$ cat src/rtl/connect4_pkg.sv
// Shared types and constants for the Connect-4 turn controller.
// Holds the sequencing state enum, default board geometry and encodings.
package connect4_pkg;

  localparam int DEF_ROWS = 6;
  localparam int DEF_COLS = 7;

  localparam logic [2:0] NO_COL = 3'd7;

  localparam logic P1 = 1'b0;
  localparam logic P2 = 1'b1;

  typedef enum logic [2:0] {
    S_IDLE    = 3'd0,
    S_CHECK   = 3'd1,
    S_WRITE   = 3'd2,
    S_ADVANCE = 3'd3,
    S_DRAW    = 3'd4,
    S_DONE    = 3'd5
  } state_t;

endpackage

$ cat src/rtl/col_height_tracker.sv
// Per-column fill heights for the Connect-4 board, saturating at ROWS.
// One combinational read port and a single increment strobe.
module col_height_tracker
  import connect4_pkg::*;
#(
  parameter int ROWS = DEF_ROWS,
  parameter int COLS = DEF_COLS
) (
  input  logic       clk,
  input  logic       rst,
  input  logic [2:0] i_rd_col,
  output logic [2:0] o_height,
  output logic       o_full,
  input  logic       i_inc,
  input  logic [2:0] i_inc_col
);

  localparam logic [2:0] ROWS3 = ROWS[2:0];
  localparam logic [2:0] COLS3 = COLS[2:0];

  logic [2:0] r_height [COLS];

  // Height counters: cleared on reset, bumped by one accepted write
  always_ff @(posedge clk or negedge rst) begin
    if (!rst) begin
      for (int i = 0; i < COLS; i++) begin
        r_height[i] <= 3'd0;
      end
    end else begin
      if (i_inc && (i_inc_col < COLS3) && (r_height[i_inc_col] != ROWS3)) begin
        r_height[i_inc_col] <= r_height[i_inc_col] + 3'd1;
      end
    end
  end

  // Out-of-range columns read as full so they can never be written
  always_comb begin
    o_height = ROWS3;
    if (i_rd_col < COLS3) begin
      o_height = r_height[i_rd_col];
    end else begin
      o_height = ROWS3;
    end
    o_full = (o_height == ROWS3);
  end

endmodule

$ cat src/rtl/connect4_turn_ctrl.sv
// Connect-4 game sequencer: accepts drops, checks column height, issues one
// board write per move, resets the column selector and passes the turn.
module connect4_turn_ctrl
  import connect4_pkg::*;
#(
  parameter int ROWS = DEF_ROWS,
  parameter int COLS = DEF_COLS
) (
  input  logic       clk,
  input  logic       rst,
  input  logic [2:0] colval,
  input  logic       drop,
  input  logic       game_over,
  output logic       wr_en,
  output logic [2:0] wr_row,
  output logic [2:0] wr_col,
  output logic       wr_player,
  output logic       player,
  output logic       col_rst_n,
  output logic       col_full,
  output logic       board_full,
  output logic       busy
);

  localparam logic [2:0] COLS3 = COLS[2:0];
  localparam logic [5:0] CELLS = 6'(ROWS * COLS);

  state_t     r_state;
  state_t     w_next_state;
  logic [2:0] r_col_latch;
  logic [5:0] r_move_cnt;
  logic       r_player;
  logic [2:0] w_height;
  logic       w_full;
  logic       w_accept;

  assign w_accept = drop && (colval != NO_COL) && (colval < COLS3);
  assign player   = r_player;

  col_height_tracker #(
    .ROWS (ROWS),
    .COLS (COLS)
  ) u_heights (
    .clk       (clk),
    .rst       (rst),
    .i_rd_col  (r_col_latch),
    .o_height  (w_height),
    .o_full    (w_full),
    .i_inc     (r_state == S_WRITE),
    .i_inc_col (r_col_latch)
  );

  // State, latched column, move count and turn owner
  always_ff @(posedge clk or negedge rst) begin
    if (!rst) begin
      r_state     <= S_IDLE;
      r_col_latch <= 3'd0;
      r_move_cnt  <= 6'd0;
      r_player    <= P1;
    end else begin
      r_state <= w_next_state;
      if ((r_state == S_IDLE) && !game_over && w_accept) begin
        r_col_latch <= colval;
      end
      if (r_state == S_WRITE) begin
        r_move_cnt <= r_move_cnt + 6'd1;
      end
      if (r_state == S_ADVANCE) begin
        r_player <= ~r_player;
      end
    end
  end

  // Next state; game_over wins over a simultaneous drop in IDLE
  always_comb begin
    w_next_state = r_state;
    case (r_state)
      S_IDLE: begin
        if (game_over) begin
          w_next_state = S_DONE;
        end else if (w_accept) begin
          w_next_state = S_CHECK;
        end else begin
          w_next_state = S_IDLE;
        end
      end
      S_CHECK: begin
        if (w_full) begin
          w_next_state = S_IDLE;
        end else begin
          w_next_state = S_WRITE;
        end
      end
      S_WRITE: w_next_state = S_ADVANCE;
      S_ADVANCE: begin
        if (r_move_cnt == CELLS) begin
          w_next_state = S_DRAW;
        end else begin
          w_next_state = S_IDLE;
        end
      end
      S_DRAW:  w_next_state = S_DRAW;
      S_DONE:  w_next_state = S_DONE;
      default: w_next_state = S_IDLE;
    endcase
  end

  // Moore output decode
  always_comb begin
    wr_en      = 1'b0;
    wr_row     = 3'd0;
    wr_col     = 3'd0;
    wr_player  = 1'b0;
    col_full   = 1'b0;
    col_rst_n  = 1'b1;
    board_full = 1'b0;
    busy       = (r_state != S_IDLE);
    case (r_state)
      S_CHECK: col_full = w_full;
      S_WRITE: begin
        wr_en     = 1'b1;
        wr_row    = w_height;
        wr_col    = r_col_latch;
        wr_player = r_player;
      end
      S_ADVANCE: col_rst_n  = 1'b0;
      S_DRAW:    board_full = 1'b1;
      default: ;
    endcase
  end

endmodule

$ cat config.mk
export PLATFORM = sky130hd
export DESIGN_NAME = connect4_turn_ctrl
export DESIGN_NICKNAME = d
export VERILOG_FILES = /design/src/rtl/connect4_pkg.sv /design/src/rtl/col_height_tracker.sv /design/src/rtl/connect4_turn_ctrl.sv
export SDC_FILE = /design/constraint.sdc
export NUM_CORES = 1
export LEC_CHECK = 0
export ABC_AREA = 1
export BUFFER_PORTS_ARGS = -buffer_cell sky130_fd_sc_hd__buf_2
export CORE_MARGIN = 4
export CORE_UTILIZATION = 60
export CTS_CLUSTER_SIZE = 40
export DETAILED_ROUTE_END_ITERATION = 6
export PLACE_DENSITY = 0.77
export SYNTH_ARGS = -nofsm -noshare
export SYNTH_HDL_FRONTEND = slang
export SYNTH_HIERARCHICAL = 1
export SYNTH_SLANG_ARGS = --single-unit
$ cat constraint.sdc
create_clock -name clk -period 4.7 [get_ports clk]
set_input_delay 0.47 -clock clk [delete_from_list [all_inputs] [get_ports clk]]
set_output_delay 0.47 -clock clk [all_outputs]
set_load 0.02 [all_outputs]
==> qor.csv <==
metric,value,unit
powerDensity,202,nW/um^2
skew,0.00936,ns
start_util,0.639,
portBuffers,19,
r2r_end,u_heights/r_height[17],
p_int,0.000367,W
cts_setup_buffers,0,
crit_fanout,22,
wl_met3,234,microns
maxCapViolCount,0,
min_period,2.95,ns
fin_util,0.685,
maxClockFrequency,339,MHz
switching_power,0.000105,W
cts_tree,done,
grt_pass1_wl,8620,microns
outcome,completed,
critPathSlowestCell,dfrtp_1,
required,4.23,ns
grt_setup_unrepaired,false,
ant_nets,0,
insertion_delay,0.34,ns
final_nets,348,
wirelength,4950,microns
wl_met1,2380,microns
clk_pin_slew,0.10,ns
max-vdd-ir-drop,0.000148,V
grt_max_degree,35,
final_common_cell,nand2_1,
die_area,4670,sq um
drv_slew,0,
cts_hold_buf,0,
reg2reg_slack,2.06,ns
rows,21,
grt_antenna_before_repair,0,
synth_seq_cells,34,
overflow,0,
worstRegToRegCells,10,
cts_resized,0,
rr_startpoint,r_col_latch[0],
fp.coreArea,3420,sq um
p_clk_frac,0.360,
cts_buffers,5,
drc,0,
syn_avg_cell_area,6.88,sq um
drt_first_pass_iters,4,
final_layout_size_suffix_gt1_frac,0.139,
start_kind,flop,
cts.sinks,34,
drt_iter0_markers,148,
syn_nets,328,
p_leak,1.25,nW
finalSetupViolCount,0,
die_w,68.3,microns
grt_usage,0.250,
path_cells,inv_1 -> nand2_1 -> nand3_1 -> nand3_1 -> nor2_1 -> a21oi_1 -> nand2_1 -> nor2_1 -> nand2_1 -> nor2_1 -> buf_2,
final_cell_mix,"nand2_1 (109), inv_1 (39), nand3_1 (36)",
viasPerCell,5.34,
finalHoldViolCount,0,
clk_path_buf_depth,2,
power_frac_seq,0.619,
die_h,68.3,microns
syn_inst,317,
cpPeakStageDelay,0.84,ns
cts_root_buffer,clkbuf_4,
total_power,0.000472,W
io_pins,20,
synth_warnings,6,
synth-seq-area-share,0.390,
worstSetupPathType,flop to output pin,
switching_share,0.223,
finalCritPeriodShare,0.627,
slew_headroom,0.499,
synth.distinct_cells,25,
top_layer,met4,
combPwrFrac,0.021,
gp_congestion,0.926,
grt_pass1_vias,1922,
wl_met2,2250,microns
dp_hpwl,3690,microns
diodes,0,
arrival,2.48,ns
syn_area,2180,sq um
tns,0,ns
dr_total_vias,2052,
wl_per_cell,12.9,microns
syn_to_final_growth,7.22,%
tightest_slew,0.752,ns
min_path_type,input pin to async pin,
htree_num_levels,2,
end_kind,output pin,
[cells in the mapped netlist]
library cell	instances	area share
o211ai_1	1	0.0034
o21ai_2	1	0.0040
inv_1	39	0.067
nand3_2	4	0.018
a21oi_1	5	0.011
nor2_4	2	0.010
nand2_2	4	0.011
buf_2	2	0.0046
xor2_1	2	0.0080
nor3_1	1	0.0023
inv_4	1	0.0029
a22oi_1	1	0.0034
inv_2	3	0.0052
ha_1	4	0.023
nand2_1	109	0.19
nand3_4	1	0.0080
nand3_1	36	0.083
nor2_2	5	0.014
o31ai_1	1	0.0034
buf_6	4	0.021
nor2_1	33	0.057
o21ai_1	2	0.0046
dfrtp_1	34	0.39
o21ai_0	11	0.025
nand4_1	11	0.032
[cell type report]
class | instances | area [sq um]
Inverter | 43 | 164
Sequential cell | 34 | 851
Clock inverter | 1 | 5.00
Multi-Input combinational cell | 234 | 1110
Clock buffer | 7 | 55.1
Fill cell | 330 | 1080
Timing Repair Buffer | 19 | 95.1
Tap cell | 46 | 57.6
[critical path: cells and delay by family, from the launching register on]
| kind | cells | cell delay, ns |
|---|---|---|
| AND/OR/NAND/NOR | 8 | 0.67 |
| AO/OA/AOI/OAI | 1 | 0.17 |
| flip-flops | 1 | 0.84 |
| buffers and inverters | 2 | 0.44 |
[worst max-delay path by stage]
stage | from | end | slack [ns] | depth (start not counted)
floorplan | r_col_latch[1] | col_full | 2.58 | 10
global placement | r_col_latch[0] | u_heights/r_height[3] | 2.14 | 11
detailed placement | r_col_latch[0] | u_heights/r_height[15] | 2.13 | 10
CTS | r_col_latch[0] | col_full | 1.80 | 11
global route | r_col_latch[0] | col_full | 1.57 | 11
finish | r_col_latch[0] | col_full | 1.75 | 11
[power groups by stage]
stage / Combinational (W) / Sequential (W) / Clock (W)
final: 0.00000988 / 0.000292 / 0.000170
after CTS: 0.0000104 / 0.000292 / 0.000174
after detailed placement: 0.0000104 / 0.000298 / 0
after global routing: 0.0000117 / 0.000292 / 0.000188
after floorplan: 0.00000149 / 0.000298 / 0
after global placement: 0.0000101 / 0.000298 / 0
[registers in the layout, indices dropped and copies added, names as in the netlist]
signal and cells:
u_heights/r_height 21, player 1, r_move_cnt 6, r_col_latch 3, r_state 3
[routing by layer]
layer  global-route usage  up-vias
met1                0.336      937
li1                     -     1048
met5                    0        -
met2                0.390       60
met4               0.0993        0
met3               0.0542        7
[metrics by stage]
step                instance area, sq um  hold WS (ns)  cells  setup WS (ns)
floorplan                           2180         0.174    317           2.58
global placement                    2280         0.468    376           2.14
detailed placement                  2280         0.474    376           2.13
CTS                                 2340         0.206    384           1.80
global route                        2340         0.235    384           1.57
finish                              2340         0.183    384           1.75
[kinds of logic after synthesis]
family	after synthesis	share of synthesized area
AND/OR/NAND/NOR	206	0.423
buffers and inverters	49	0.100
flip-flops	34	0.390
AO/OA/AOI/OAI	22	0.0556
adder cells (fa/ha/maj)	4	0.0229
XOR/XNOR	2	0.00803
Note: power is estimated with default switching activity, not from simulation.
